[src/rtl/enc_pkg.sv]
// Shared types, widths and bit helpers for the nibble-Feistel round controller.
package enc_pkg;

    localparam int DATA_W = 8;
    localparam int NIB_W  = 4;
    localparam int CNT_W  = 4;

    typedef enum logic [1:0] {
        IDLE  = 2'd0,
        ROUND = 2'd1,
        DONE  = 2'd2
    } state_t;

    // Expansion of the right nibble into a full byte before key mixing.
    function automatic logic [DATA_W-1:0] exp_box(input logic [NIB_W-1:0] n);
        return {n[3], n[0], n[1], n[2], n[1], n[3], n[2], n[0]};
    endfunction

    function automatic logic [DATA_W-1:0] rotl8(input logic [DATA_W-1:0] v, input logic [2:0] sh);
        logic [2*DATA_W-1:0] d;
        d = {v, v} << sh;
        return d[2*DATA_W-1:DATA_W];
    endfunction

    function automatic logic [DATA_W-1:0] rotr8(input logic [DATA_W-1:0] v, input logic [2:0] sh);
        logic [2*DATA_W-1:0] d;
        d = {v, v} >> sh;
        return d[DATA_W-1:0];
    endfunction

endpackage

[src/rtl/enc_round.sv]
// One combinational Feistel round: the left nibble is masked by a 4-bit
// function of the expanded right nibble and the round key.
module enc_round
    import enc_pkg::*;
(
    input  logic [DATA_W-1:0] n,
    input  logic [DATA_W-1:0] k,
    output logic [DATA_W-1:0] r
);

    logic [DATA_W-1:0] x;
    logic [NIB_W-1:0]  s;

    // 4-bit sum, carry-out intentionally dropped
    assign x = exp_box(n[NIB_W-1:0]) ^ k;
    assign s = x[NIB_W-1:0] + x[DATA_W-1:NIB_W] + {{(NIB_W-1){1'b0}}, k[0]};
    assign r = {n[DATA_W-1:NIB_W] ^ s, n[NIB_W-1:0]};

endmodule

[src/rtl/enc_round_ctrl.sv]
// Multi-round sequencer around enc_round: accept, iterate ROUNDS times, hold result.
// Optional ENC_DECRYPT_EN adds in_decrypt and a reversed key schedule.
module enc_round_ctrl
    import enc_pkg::*;
#(
    parameter int ROUNDS = 4
) (
    input  logic              clock,
    input  logic              reset,
    input  logic              in_valid,
    output logic              in_ready,
    input  logic [DATA_W-1:0] in_number,
    input  logic [DATA_W-1:0] in_key,
`ifdef ENC_DECRYPT_EN
    input  logic              in_decrypt,
`endif
    output logic              out_valid,
    input  logic              out_ready,
    output logic [DATA_W-1:0] out_number,
    output logic              busy,
    output logic [CNT_W-1:0]  round_cnt
);

    state_t            state;
    logic [DATA_W-1:0] data_q;
    logic [DATA_W-1:0] key_q;
    logic [CNT_W-1:0]  cnt_q;
    logic [DATA_W-1:0] round_r;
    logic [DATA_W-1:0] data_nxt;
    logic [DATA_W-1:0] key_nxt;
    logic [DATA_W-1:0] key_load;
    logic              last_round;
    logic              dec_in;
    logic              mode_q;

`ifdef ENC_DECRYPT_EN
    assign dec_in = in_decrypt;

    always_ff @(posedge clock) begin
        if (reset)
            mode_q <= 1'b0;
        else if (state == IDLE && in_valid)
            mode_q <= in_decrypt;
    end
`else
    assign dec_in = 1'b0;
    assign mode_q = 1'b0;
`endif

    enc_round u_round (
        .n (data_q),
        .k (key_q),
        .r (round_r)
    );

    assign last_round = (cnt_q == CNT_W'(ROUNDS - 1));
    // Halves are swapped between rounds but not after the final one.
    assign data_nxt   = last_round ? round_r : {round_r[NIB_W-1:0], round_r[DATA_W-1:NIB_W]};
    assign key_nxt    = mode_q ? rotr8(key_q, 3'd1) : rotl8(key_q, 3'd1);
    // Decryption walks the schedule backwards, starting at the last round key.
    assign key_load   = dec_in ? rotl8(in_key, 3'(ROUNDS - 1)) : in_key;

    assign out_number = data_q;
    assign round_cnt  = cnt_q;

    always_ff @(posedge clock) begin
        if (reset) begin
            state     <= IDLE;
            data_q    <= '0;
            key_q     <= '0;
            cnt_q     <= '0;
            in_ready  <= 1'b1;
            out_valid <= 1'b0;
            busy      <= 1'b0;
        end else begin
            case (state)
                IDLE: begin
                    if (in_valid) begin
                        data_q   <= in_number;
                        key_q    <= key_load;
                        cnt_q    <= '0;
                        in_ready <= 1'b0;
                        busy     <= 1'b1;
                        state    <= ROUND;
                    end
                end
                ROUND: begin
                    data_q <= data_nxt;
                    key_q  <= key_nxt;
                    if (last_round) begin
                        cnt_q     <= '0;
                        out_valid <= 1'b1;
                        state     <= DONE;
                    end else begin
                        cnt_q <= cnt_q + 1'b1;
                    end
                end
                DONE: begin
                    if (out_ready) begin
                        out_valid <= 1'b0;
                        busy      <= 1'b0;
                        in_ready  <= 1'b1;
                        state     <= IDLE;
                    end
                end
                default: begin
                    cnt_q     <= '0;
                    out_valid <= 1'b0;
                    busy      <= 1'b0;
                    in_ready  <= 1'b1;
                    state     <= IDLE;
                end
            endcase
        end
    end

endmodule
[config.mk]
export PLATFORM = sky130hd
export DESIGN_NAME = enc_round_ctrl
export DESIGN_NICKNAME = d
export VERILOG_FILES = /design/src/rtl/enc_pkg.sv /design/src/rtl/enc_round.sv /design/src/rtl/enc_round_ctrl.sv
export SDC_FILE = /design/constraint.sdc
export NUM_CORES = 1
export LEC_CHECK = 0
export ABC_CLOCK_PERIOD_IN_PS = 1910
export CAP_MARGIN = 30
export CORE_AREA = 2 2 62 64
export CTS_CLUSTER_DIAMETER = 30
export DETAILED_ROUTE_END_ITERATION = 16
export DIE_AREA = 0 0 64 66
export DONT_BUFFER_PORTS = 1
export PLACE_DENSITY_LB_ADDON = 0.1
export SLEW_MARGIN = 20
export SYNTH_ARGS = -nofsm -noshare
export SYNTH_HDL_FRONTEND = slang
export SYNTH_HIERARCHICAL = 1
export SYNTH_SLANG_ARGS = --single-unit
[constraint.sdc]
create_clock -name clock -period 1.91 [get_ports clock]
set_input_delay 0.2865 -clock clock [delete_from_list [all_inputs] [get_ports clock]]
set_output_delay 0.2865 -clock clock [all_outputs]
set_load 0.03 [all_outputs]
After elaboration in Yosys (flattened, before gate mapping)
Index checks and enable logic that the tools add are counted.
{"block": "word_totals", "ff_bits": 25, "input_bits": 20, "output_inout_bits": 15, "wordCells": 51}
{"block": "classes", "add_sub_neg": 3, "eq_ne": 7, "mux": 20, "bitwise_logic": 5, "n_reduce_logical": 8}
{"cell": "case mux 8 bit (2 select lines)", "n": 2}
{"cell": "2-to-1 mux 8 bit", "n": 3}
{"cell": "case mux 4 bit (3 select lines)", "n": 1}
{"cell": "AND reduction 3 bit", "n": 4}
{"cell": "case mux 1 bit (3 select lines)", "n": 3}
{"cell": "2-to-1 mux 4 bit", "n": 2}
{"cell": "!= test 2 bit (second input constant)", "n": 4}
{"cell": "bitwise XOR 8 bit", "n": 1}
{"cell": "2-to-1 mux 2 bit", "n": 3}
{"cell": "case mux 2 bit (3 select lines)", "n": 1}
{"cell": "2-to-1 mux 1 bit", "n": 5}
{"cell": "adder 4 x 1 -> 4 bit", "n": 1}
{"cell": "adder 4 x 1 -> 4 bit (second input constant)", "n": 1}
{"cell": "adder 4 bit", "n": 1}
{"cell": "equality test 4 x 2 -> 1 bit (second input constant)", "n": 1}
{"cell": "AND reduction 2 bit", "n": 2}
{"cell": "bitwise XOR 4 bit", "n": 1}
{"cell": "inverter 1 bit", "n": 3}
{"cell": "equality test 2 x 1 -> 1 bit (second input constant)", "n": 1}
{"cell": "equality test 2 bit (second input constant)", "n": 1}
{"cell": "logical NOT 2 bit", "n": 1}
{"cell": "nonzero test 2 bit", "n": 1}

Logic depth before layout (Yosys ltp)
Gate-level depths: netlist (run 1).
{"block": "depth", "ltp_word": 6, "depth_mapped": 7, "depth_no_buf": 7}

Cells and area by module
The synthesis (run 1) kept the hierarchy.
{"mod": "enc_round_ctrl", "n_inst": 1, "cells_per_inst": 156, "area_per_inst_um2": 1335.0, "seq_area_each_um2": 500.5}
{"mod": "enc_round", "n_inst": 1, "cells_per_inst": 26, "area_per_inst_um2": 229.0, "seq_area_each_um2": 0.0}

Worst setup path before layout (run 1)
OpenSTA, ideal clock, no wires.
{"block": "synth_path", "path_kind": "reg2reg", "startpoint": "register data_q[2], in the netlist out_number[2]", "endpoint": "register data_q[5], in the netlist out_number[5]", "setup_ns": 0.079, "arrival_time_ns": 1.881, "required_ns": 1.831, "setup_slack_ns": -0.050, "stages_incl_launch_ff": 7, "path_buffers": 0, "synth_period_minus_slack_ns": 1.960, "path_cell_list": "dfxtp_1 xnor2_1 a21oi_1 fa_1 xor2_1 mux2i_1 a211oi_2"}
{"block": "synth_via", "elab_chain_len": 6}
{"element": "start, declared", "line": "enc_round_ctrl.sv:25", "source": "logic [DATA_W-1:0] data_q;"}
{"element": "start signal, assigned", "line": "enc_round_ctrl.sv:79", "source": "data_q <= in_number;"}
{"element": "start signal, assigned", "line": "enc_round_ctrl.sv:88", "source": "data_q <= data_nxt;"}
{"element": "bitwise XOR 8 bit", "line": "enc_round.sv:15", "source": "assign x = exp_box(n[NIB_W-1:0]) ^ k;"}
{"element": "adder 4 bit", "line": "enc_round.sv:16", "source": "assign s = x[NIB_W-1:0] + x[DATA_W-1:NIB_W] + {{(NIB_W-1){1'b0}}, k[0]};"}
{"element": "adder 4 x 1 -> 4 bit", "line": "enc_round.sv:16"}
{"element": "bitwise XOR 4 bit", "line": "enc_round.sv:17", "source": "assign r = {n[DATA_W-1:NIB_W] ^ s, n[NIB_W-1:0]};"}
{"element": "via round_r[5]", "line": "enc_round_ctrl.sv:28", "source": "logic [DATA_W-1:0] round_r;"}
{"element": "2-to-1 mux 8 bit", "line": "enc_round_ctrl.sv:58", "source": "assign data_nxt = last_round ? round_r : {round_r[NIB_W-1:0], round_r[DATA_W-1:NIB_W]};"}
{"element": "case mux 8 bit (2 select lines)", "line": "enc_round_ctrl.sv:76", "source": "case (state)"}
The timed path passes the listed nets, and every way through them passes these cells. The select of a mux whose other input is x is not followed.
A chain may end at the register's enable or synchronous reset.

Worst setup path after layout (run 1)
{"block": "layout_path", "startpoint": "register key_q[2]", "endpoint": "register data_q[3], in the netlist out_number[3]"}
{"block": "layout_via", "elab_chain_len": 6}
{"element": "start, declared", "line": "enc_round_ctrl.sv:26", "source": "logic [DATA_W-1:0] key_q;"}
{"element": "start signal, assigned", "line": "enc_round_ctrl.sv:80", "source": "key_q <= key_load;"}
{"element": "start signal, assigned", "line": "enc_round_ctrl.sv:89", "source": "key_q <= key_nxt;"}
{"element": "bitwise XOR 8 bit", "line": "enc_round.sv:15"}
{"element": "adder 4 bit", "line": "enc_round.sv:16"}
{"element": "adder 4 x 1 -> 4 bit", "line": "enc_round.sv:16"}
{"element": "bitwise XOR 4 bit", "line": "enc_round.sv:17"}
{"element": "via round_r[7]", "line": "enc_round_ctrl.sv:28"}
{"element": "2-to-1 mux 8 bit", "line": "enc_round_ctrl.sv:58"}
{"element": "case mux 8 bit (2 select lines)", "line": "enc_round_ctrl.sv:76"}
The timed path passes the listed nets, and every way through them passes these cells. The select of a mux whose other input is x is not followed.

==> results of run 1 <==
-- sequential cells by signal, summed over array words and instances, names as in the netlist --
name / flops
out_valid: 1
round_cnt: 4
state: 2
key_q: 8
in_ready: 1
busy: 1
out_number: 8
-- power by group --
group	internal (mW)	switching, mW	total, mW
clock network	0.0816	0.162	0.244
logic	0.265	0.340	0.605
registers	0.572	0.0626	0.634
-- final timing paths --
path | startpoint | endpoint | slack (ns)
hold reg to reg | key_q[0] | key_q[1] | 0.54
setup reg to reg | key_q[2] | out_number[3] | 0.05
setup / recovery | key_q[2] | out_number[3] | 0.05
hold / removal | in_key[2] | key_q[2] | 0.10
-- stage by stage --
stage / area (µm²) / hold WS, ns / setup WS (ns) / util / total power, mW
3_5_place_dp: 1640 / 0.361 / 0.0667 / 0.461 / 1.22
2_1_floorplan: 1570 / 0.439 / 0.0154 / - / 1.12
4_1_cts: 1660 / 0.00558 / 0.0366 / 0.468 / 1.46
5_1_grt: 1700 / 0.0972 / -0.0361 / 0.478 / 1.59
3_3_place_gp: 1640 / 0.359 / 0.106 / 0.461 / 1.20
6_report: 1700 / 0.102 / 0.0464 / 0.478 / 1.48
-- routing by layer --
layer,vias up,wire [µm]
met2,28,2100
met5,-,0
met3,4,162
li1,650,-
met1,666,1710
met4,0,38
-- area by class of cell --
type | instances | share of cell area
Multi-Input combinational cell | 138 | 0.578
Sequential cell | 25 | 0.296
Timing Repair Buffer | 15 | 0.0678
Tap cell | 48 | 0.0354
Clock buffer | 4 | 0.0155
Inverter | 3 | 0.00663
-- worst max-delay path: stages (launching register included) --
cell	delay, ns
dfxtp_1	0.37
xor2_1	0.17
ha_1	0.35
a21o_1	0.21
a31oi_2	0.18
xnor2_1	0.17
mux2i_1	0.12
a211oi_2	0.21
-- kinds of logic (layout without fill, tap and decap cells) --
logic type / after synthesis / after routing / synth area share
adder cells (fa/ha/maj): 4 / 4 / 0.0368
AND/OR/NAND/NOR: 51 / 51 / 0.170
XOR/XNOR: 15 / 15 / 0.0840
buffers and inverters: 19 / 22 / 0.0680
AO/OA/AOI/OAI: 60 / 60 / 0.270
flip-flops: 25 / 25 / 0.320
multiplexers: 8 / 8 / 0.0512
-- placed cells by master (no fill, tap or decap), types with 2 or more instances in the layout --
master / Yosys / layout
buf_4: 5 / 14
nand2_1: 9 / 9
dfxtp_1: 25 / 23
a211oi_1: 2 / 2
nand2b_1: 4 / 4
o2bb2ai_1: 2 / 2
mux2i_1: 8 / 8
o21a_1: 8 / 8
clkbuf_4: 0 / 3
o21ai_0: 15 / 15
nor3b_1: 8 / 8
xor2_1: 6 / 5
a31oi_1: 4 / 3
nor2b_1: 2 / 2
o22ai_1: 2 / 2
inv_1: 3 / 3
a21o_1: 2 / 2
xnor2_1: 9 / 8
dfxtp_2: 0 / 2
a32oi_1: 2 / 2
ha_1: 3 / 3
nand3_1: 3 / 3
a211oi_2: 7 / 7
nor2_1: 19 / 19
a21oi_1: 12 / 11
-- timing repair --
| item | in CTS | in global routing |
|---|---|---|
| buffers inserted | 0 | 0 |
| endpoints found under the hold margin | 0 | 7 |
| hold buffers | 0 | 1 |
| setup endpoints to repair | 0 | 4 |
| gates resized for setup | 0 | 4 |
==> reports/results.tsv, run 1 <==
metric	value	unit
outcome	finished clean	
ratio of cells with drive above 1 in the final layout	0.184	
placed insts	228	
Clock Latency Late Sink	0.32	ns
FFs w/ async S/R, synth	0	
final setup fails	0	
total number of vias	1348	
Antenna Nets Post-Route	0	
mapped cell area	0.00156	mm²
Reg clk slew, reported paths	0.14	ns
number of buffers created by CTS	3	
syn nets	206	
top cell type by total area after synthesis	dfxtp_1	
die area	0.00422	mm²
Clock Path Buffers	2	
Seq/Total Area, Yosys	0.320	
num rows	22	
# fillers	360	
htree depth	1	
register area	503	µm²
gr ovfl total	0	
worst-path fanout max	3	
Clock Skews	0.00950	ns
synthesized flop and latch total	25	
worst hold path stage count	2	
Slew Viols, Final	0	
Boundary Pins	35	
top cell type's share of synthesized area	0.320	
met2 Use GR	0.376	
CP endpoint kind	flop	
chip height	66	µm
Post-route DRC	0	
TNS Setup	0	ns
post-synth cell types	39	
Leak	0.628	nW
Die W	64	µm
Starting DRT DRC Count	25	
EDFF count, synth	0	
Root Driver	clkbuf_4	
Placer Congestion	0.772	
PwrDens	874	mW/mm²
first-pass GRT wire length	6630	µm
synthesized area per cell	8.59	µm²
area grow syn2layout	8.56	%
CTS tree	yes	
actual slew at the worst max-slew pin	0.569	ns
Post-Layout Cell Count	233	
All-Layer GR Usage	0.201	
R2R cell count	7	
class of the worst hold path	input pin to flop	
global-route met3 utilization	0.0341	
vias per cell	5.79	
Post-Synthesis Cells	182	
fmax	537	MHz
synth warn	6	
crit path time final	1.86	ns
Synth Flop Type	dfxtp_1	
post-DR wirelength/cell	17.2	µm
busiest layer in global routing	met2	
Sink Count	25	
diode count	0	
# port buffers	0	
largest net degree at the start of global routing	22	
critical path arrival	2.11	ns
period utilisation layout	0.976	
Area contributors post-synth	dfxtp_1 (32%), a211oi_2 (5.6%), mux2i_1 (5.1%), xnor2_1 (5.0%), o21ai_0 (4.8%)	
Initial Util	0.440	
Max Cap Violations	0	
most common library cells after synthesis	dfxtp_1 (25), nor2_1 (19), o21ai_0 (15)	
DP HPWL	2840	µm
Slew HR	0.620	
vias in the first global route	1393	
met1 usage	0.231	
initial antenna violation count	0	
drt first pass iters	4	
area occupied by multi-input gates	982	µm²
Critical Path Source Type	flop	
critical path class	flop to flop	
most frequent cell after synthesis	dfxtp_1	
core area	0.00355	mm²
post-layout net count	210	
final wirelength	4010	µm
Fin. Hold Viols	0	
Worst VDD drop	272	µV
Worst EP required	2.16	ns
No activity file was read; power rests on OpenSTA's default activity.
==> run 2, diff against run 1 <==
--- a/config.mk
+++ b/config.mk
@@ -5,12 +5,13 @@
 export SDC_FILE = /design/constraint.sdc
 export NUM_CORES = 1
 export LEC_CHECK = 0
+export ABC_AREA = 0
 export ABC_CLOCK_PERIOD_IN_PS = 1910
 export CAP_MARGIN = 30
-export CORE_AREA = 2 2 62 64
+export CORE_AREA = 2 2 72 57
 export CTS_CLUSTER_DIAMETER = 30
 export DETAILED_ROUTE_END_ITERATION = 16
-export DIE_AREA = 0 0 64 66
+export DIE_AREA = 0 0 74 59
 export DONT_BUFFER_PORTS = 1
 export PLACE_DENSITY_LB_ADDON = 0.1
 export SLEW_MARGIN = 20
==> run 2 against run 1 <==
Against the previous run: design area rose by 0.96%; critical path depth did not move; global-route usage fell by 0.67 points; via count fell by 1.3%; final cell count rose by 2.1%; setup slack improved by 0.064 ns; die area rose by 3.4%; largest cell class unchanged; critical endpoint is now out_number[7].
==> reports/results.tsv, run 2 (synthesized netlist as in run 1, its figures left out) <==
metric	value	unit	change
htree depth	1		unchanged
final wirelength	3970	µm	-1.1%
Buf/Inv on CP	0		unchanged
Boundary Pins	35		unchanged
outcome	finished clean		
post-layout net count	211		+0.48%
fmax	556	MHz	+3.6%
FF-to-FF End	out_number[7]		
Design Power	1.54	mW	+3.9%
Placer Congestion	0.942		+22%
# port buffers	0		unchanged
Fin. Hold Viols	0		unchanged
drt first pass iters	4		unchanged
worst path cell trace	xor2_1, ha_1, a21o_1, a31oi_1, xnor2_1, mux2i_1, a211oi_2		
Worst VDD drop	378	µV	+39%
post-DR wirelength/cell	16.7	µm	-3.2%
PwrDens	899	mW/mm²	+2.9%
critical path arrival	1.99	ns	-0.12 ns
Initial Util	0.436		-0.00476
DP HPWL	2890	µm	+1.9%
first-pass GRT wire length	6460	µm	-2.6%
final setup margin	0.111	ns	+0.0644 ns
# fillers	364		+1.1%
Max Cap Violations	0		unchanged
R2R cell count	7		unchanged
All-Layer GR Usage	0.195		-0.00669
area grow syn2layout	9.60	%	
ratio of cells with drive above 1 in the final layout	0.188		+0.00439
chip height	59	µm	-11%
family with the most delay on the worst path	compound AO/OA/AOI/OAI gates		
Reg clk slew, reported paths	0.09	ns	-0.05 ns
vias in the first global route	1272		-8.7%
most frequent cells in the layout	dfxtp_1 (22), nor2_1 (19), buf_4 (16)		
die area	0.00437	mm²	+3.4%
switch share	0.361		-0.0197
Leak	0.641	nW	+2.1%
Starting DRT DRC Count	108		+330%
most common cell after layout, fill and taps aside	dfxtp_1		
period utilisation layout	0.942		-0.0337
vias per cell	5.59		-3.4%
Post-route DRC	0		unchanged
CTS tree	yes		
actual slew at the worst max-slew pin	0.570	ns	+0.00126 ns
Clock Skews	0.00897	ns	-0.000533 ns
r2r setup slk	0.11	ns	+0.06 ns
num rows	19		-14%
worst hold path stage count	1		-1
Slew HR	0.619		-0.000740
quantity of gates resized following cts	0		unchanged
pre-CTS setup slack	0.100	ns	+0.0336 ns
critical path class	flop to flop		
largest net degree at the start of global routing	22		unchanged
RSZ-0062 raised after global routing	false		
sequential power share	0.412		-0.016
Clock Path Buffers	2		unchanged
worst r2r src	out_number[0]		
Root Driver	clkbuf_8		
final setup fails	0		unchanged
gr ovfl total	0		unchanged
Int Pwr	0.985	mW	+7.2%
CP endpoint kind	flop		
crit path time final	1.80	ns	-0.0644 ns
class of the worst hold path	input pin to flop		
Clock Latency Late Sink	0.27	ns	-0.05 ns
diode count	0		unchanged
Die W	74	µm	+16%
Worst EP required	2.10	ns	-0.06 ns
Psw	0.556	mW	-1.5%
Slowest cell on crit path	dfxtp_2		
CTS Hold Bufs	0		unchanged
Post-CTS Setup Bufs	0		unchanged
core area	0.00359	mm²	+1.1%
Slew Viols, Final	0		unchanged
Hold Crit Endpoint	round_cnt[2]		
max incr delay on CP	0.36	ns	about the same
Critical Path Source Type	flop		
initial antenna violation count	0		unchanged
worst-path fanout max	4		+1
Gate power share	0.379		-0.029
number of buffers created by CTS	3		unchanged
Antenna Nets Post-Route	0		unchanged
Clock power frac	0.209		+0.045
total number of vias	1330		-1.3%
hold path startpoint	reset		
TNS Setup	0	ns	unchanged
Sink Count	25		unchanged
[run 2: cell type report]
cell class / instances / area [µm²] / share of cell area
Timing Repair Buffer: 16 / 120 / 0.0701
Inverter: 3 / 11.3 / 0.00657
Multi-Input combinational cell: 138 / 968 / 0.565
Clock buffer: 4 / 45.0 / 0.0263
Tap cell: 52 / 65.1 / 0.0380
Sequential cell: 25 / 504 / 0.294
[run 2: metal layers]
layer	vias up	track usage	routed length (µm)
met3	2	0.0425	163
met5	-	0	0
met2	30	0.300	1710
met1	640	0.284	2080
met4	0	0.0338	19
li1	658	-	-
[run 2: worst max-delay path by stage]
| stage | startpoint | to | slack [ns] | cells past startpoint |
|---|---|---|---|---|
| 5_1_grt | out_number[0] | out_number[7] | 0.01 | 7 |
| 4_1_cts | key_q[6] | out_number[7] | 0.08 | 7 |
| 3_3_place_gp | key_q[4] | out_number[1] | 0.12 | 6 |
| 2_1_floorplan | out_number[3] | out_number[7] | 0.02 | 7 |
| 3_5_place_dp | key_q[6] | out_number[7] | 0.10 | 7 |
| 6_report | out_number[0] | out_number[7] | 0.11 | 7 |
[run 2: metrics by stage]
step / instances / hold slack (ns) / utilization / area (µm²)
floorplan: 182 / 0.439 / - / 1570
global placement: 234 / 0.357 / 0.461 / 1660
detailed placement: 234 / 0.359 / 0.461 / 1660
CTS: 238 / 0.0646 / 0.474 / 1700
global route: 238 / 0.0498 / 0.478 / 1710
finish: 238 / 0.0662 / 0.478 / 1710
[run 2: power groups by stage]
stage	logic (mW)	registers [mW]	clock network (mW)
6_report	0.584	0.635	0.323
2_1_floorplan	0.429	0.695	0
5_1_grt	0.642	0.643	0.356
3_5_place_dp	0.580	0.644	0
3_3_place_gp	0.572	0.642	0
4_1_cts	0.582	0.632	0.331
==> run 3, diff against run 2 <==
--- a/config.mk
+++ b/config.mk
@@ -8,10 +8,11 @@
 export ABC_AREA = 0
 export ABC_CLOCK_PERIOD_IN_PS = 1910
 export CAP_MARGIN = 30
-export CORE_AREA = 2 2 72 57
+export CORE_AREA = 2 2 76 60
+export CTS_BUF_LIST = sky130_fd_sc_hd__clkbuf_8
 export CTS_CLUSTER_DIAMETER = 30
 export DETAILED_ROUTE_END_ITERATION = 16
-export DIE_AREA = 0 0 74 59
+export DIE_AREA = 0 0 78 62
 export DONT_BUFFER_PORTS = 1
 export PLACE_DENSITY_LB_ADDON = 0.1
 export SLEW_MARGIN = 20
==> run 3 against run 2 <==
Against the previous run: non-clock buffer count down 1; die area rose by 11%; design area about the same; count of clock-buffer cells in the layout shrank 1; first-iteration DRC count down 6.5%; clock skew barely moved; sequential share of layout area shrank 0.095 points; critical path depth is the same; register-to-register slack improved by 0.02 ns; via count decreased by 3.2%.
==> reports/results.tsv, run 3 (synthesized netlist as in run 1, its figures left out) <==
metric	value	unit	change
worst-path fanout max	4		unchanged
most frequent cells in the layout	dfxtp_1 (23), nor2_1 (19), o21ai_0 (15), buf_4 (15), a21oi_1 (11)		
final setup margin	0.127	ns	+0.0162 ns
Worst VDD drop	327	µV	-14%
post-layout net count	210		-0.47%
Sink Count	25		unchanged
crit path time final	1.78	ns	-0.0162 ns
vias in the first global route	1215		-4.5%
placed insts	238		+1.7%
register area	503	µm²	-0.25%
Max Cap Violations	0		unchanged
CTS Hold Bufs	0		unchanged
largest net degree at the start of global routing	22		unchanged
Worst EP required	2.11	ns	about the same
DP HPWL	2940	µm	+1.8%
RSZ-0062 raised after global routing	false		
chip height	62	µm	+5.1%
class of the worst hold path	input pin to flop		
area occupied by multi-input gates	968	µm²	unchanged
Post-route DRC	0		unchanged
# fillers	446		+23%
htree depth	1		unchanged
num rows	21		+2
most common cell after layout, fill and taps aside	dfxtp_1		
Slew HR	0.476		-0.144
final setup fails	0		unchanged
Fin. Hold Viols	0		unchanged
pre-CTS setup slack	0.0504	ns	-0.0499 ns
vias per cell	5.32		-4.8%
Root Driver	clkbuf_8		
final wirelength	4050	µm	+2.0%
gr ovfl total	0		unchanged
Antenna Nets Post-Route	0		unchanged
initial antenna violation count	0		unchanged
Starting DRT DRC Count	101		-6.5%
total number of vias	1287		-3.2%
Reg clk slew, reported paths	0.10	ns	about the same
Initial Util	0.372		-0.0637
die area	0.00484	mm²	+11%
All-Layer GR Usage	0.178		-0.0168
Critical Path Source Type	flop		
Die W	78	µm	+5.4%
outcome	finished clean		
post-DR wirelength/cell	16.7	µm	+0.30%
ratio of cells with drive above 1 in the final layout	0.184		-0.00439
Design Power	1.55	mW	+0.80%
critical path arrival	1.98	ns	about the same
# port buffers	0		unchanged
fmax	561	MHz	+0.91%
Post-Layout Cell Count	242		+1.7%
PwrDens	906	mW/mm²	+0.73%
core area	0.00420	mm²	+17%
first-pass GRT wire length	6560	µm	+1.5%
drt first pass iters	4		unchanged
Clock Skews	0.00868	ns	-0.000283 ns
CP endpoint kind	flop		
CTS tree	yes		
critical path class	flop to flop		
number of buffers created by CTS	3		unchanged
period utilisation layout	0.934		-0.00849
Clock Path Buffers	2		unchanged
actual slew at the worst max-slew pin	0.785	ns	+0.214 ns
TNS Setup	0	ns	unchanged
Placer Congestion	0.766		-19%
Slew Viols, Final	0		unchanged
Clock Latency Late Sink	0.28	ns	about the same
Leak	0.634	nW	-1.0%
Boundary Pins	35		unchanged
area grow syn2layout	9.68	%	about the same
diode count	0		unchanged
run 3: cell count changes in the layout (fill, tap and decap cells not counted), sizes merged:
cell | before | now
buf | 16 | 15
clkbuf | 4 | 3
clkinvlp | 0 | 1
run 3: where the power goes:
group | internal (mW) | switching, mW
Clock | 0.148 | 0.184
Combinational | 0.263 | 0.322
Sequential | 0.571 | 0.0647
Total | 0.983 | 0.571
run 3: cell type report:
class / count / area share
Tap cell: 57 / 0.0416
Timing Repair Buffer: 15 / 0.0656
Inverter: 3 / 0.00656
Multi-Input combinational cell: 138 / 0.565
Clock inverter: 1 / 0.00438
Sequential cell: 25 / 0.293
Clock buffer: 3 / 0.0241
run 3: routing by layer:
| metal | track usage | vias to the layer above | part of all wire |
|---|---|---|---|
| li1 | - | 652 | - |
| met1 | 0.261 | 602 | 0.50 |
| met2 | 0.271 | 29 | 0.43 |
| met3 | 0.0303 | 4 | 0.050 |
| met4 | 0.0526 | 0 | 0.011 |
| met5 | 0 | - | 0 |
run 3: worst paths after layout:
path / start / end / slack (ns) / cells past startpoint
worst max-delay path: out_number[0] / out_number[7] / 0.13 / 7
worst min-delay path: reset / busy / 0.06 / 1
worst max register to register: out_number[0] / out_number[7] / 0.13 / 7
worst min register to register: key_q[0] / key_q[1] / 0.53 / 2
run 3: critical path, stage by stage (launching register included):
cell and delay [ns]:
dfxtp_2 0.36, xor2_1 0.16, ha_1 0.33, a21o_1 0.19, a31oi_1 0.16, xnor2_1 0.16
mux2i_1 0.12, a211oi_2 0.22
run 3: metrics by stage:
| stage | hold slack (ns) | cell area, µm² | util |
|---|---|---|---|
| after floorplan | 0.439 | 1570 | - |
| after global placement | 0.357 | 1660 | 0.394 |
| after detailed placement | 0.359 | 1660 | 0.394 |
| after CTS | 0.0498 | 1700 | 0.405 |
| after global routing | 0.0466 | 1720 | 0.408 |
| final | 0.0573 | 1720 | 0.408 |
run 3: repair_timing:
item,4_1_cts,5_1_grt
buffers inserted,0,0
resized for setup,0,2
endpoints found under the setup margin,0,2
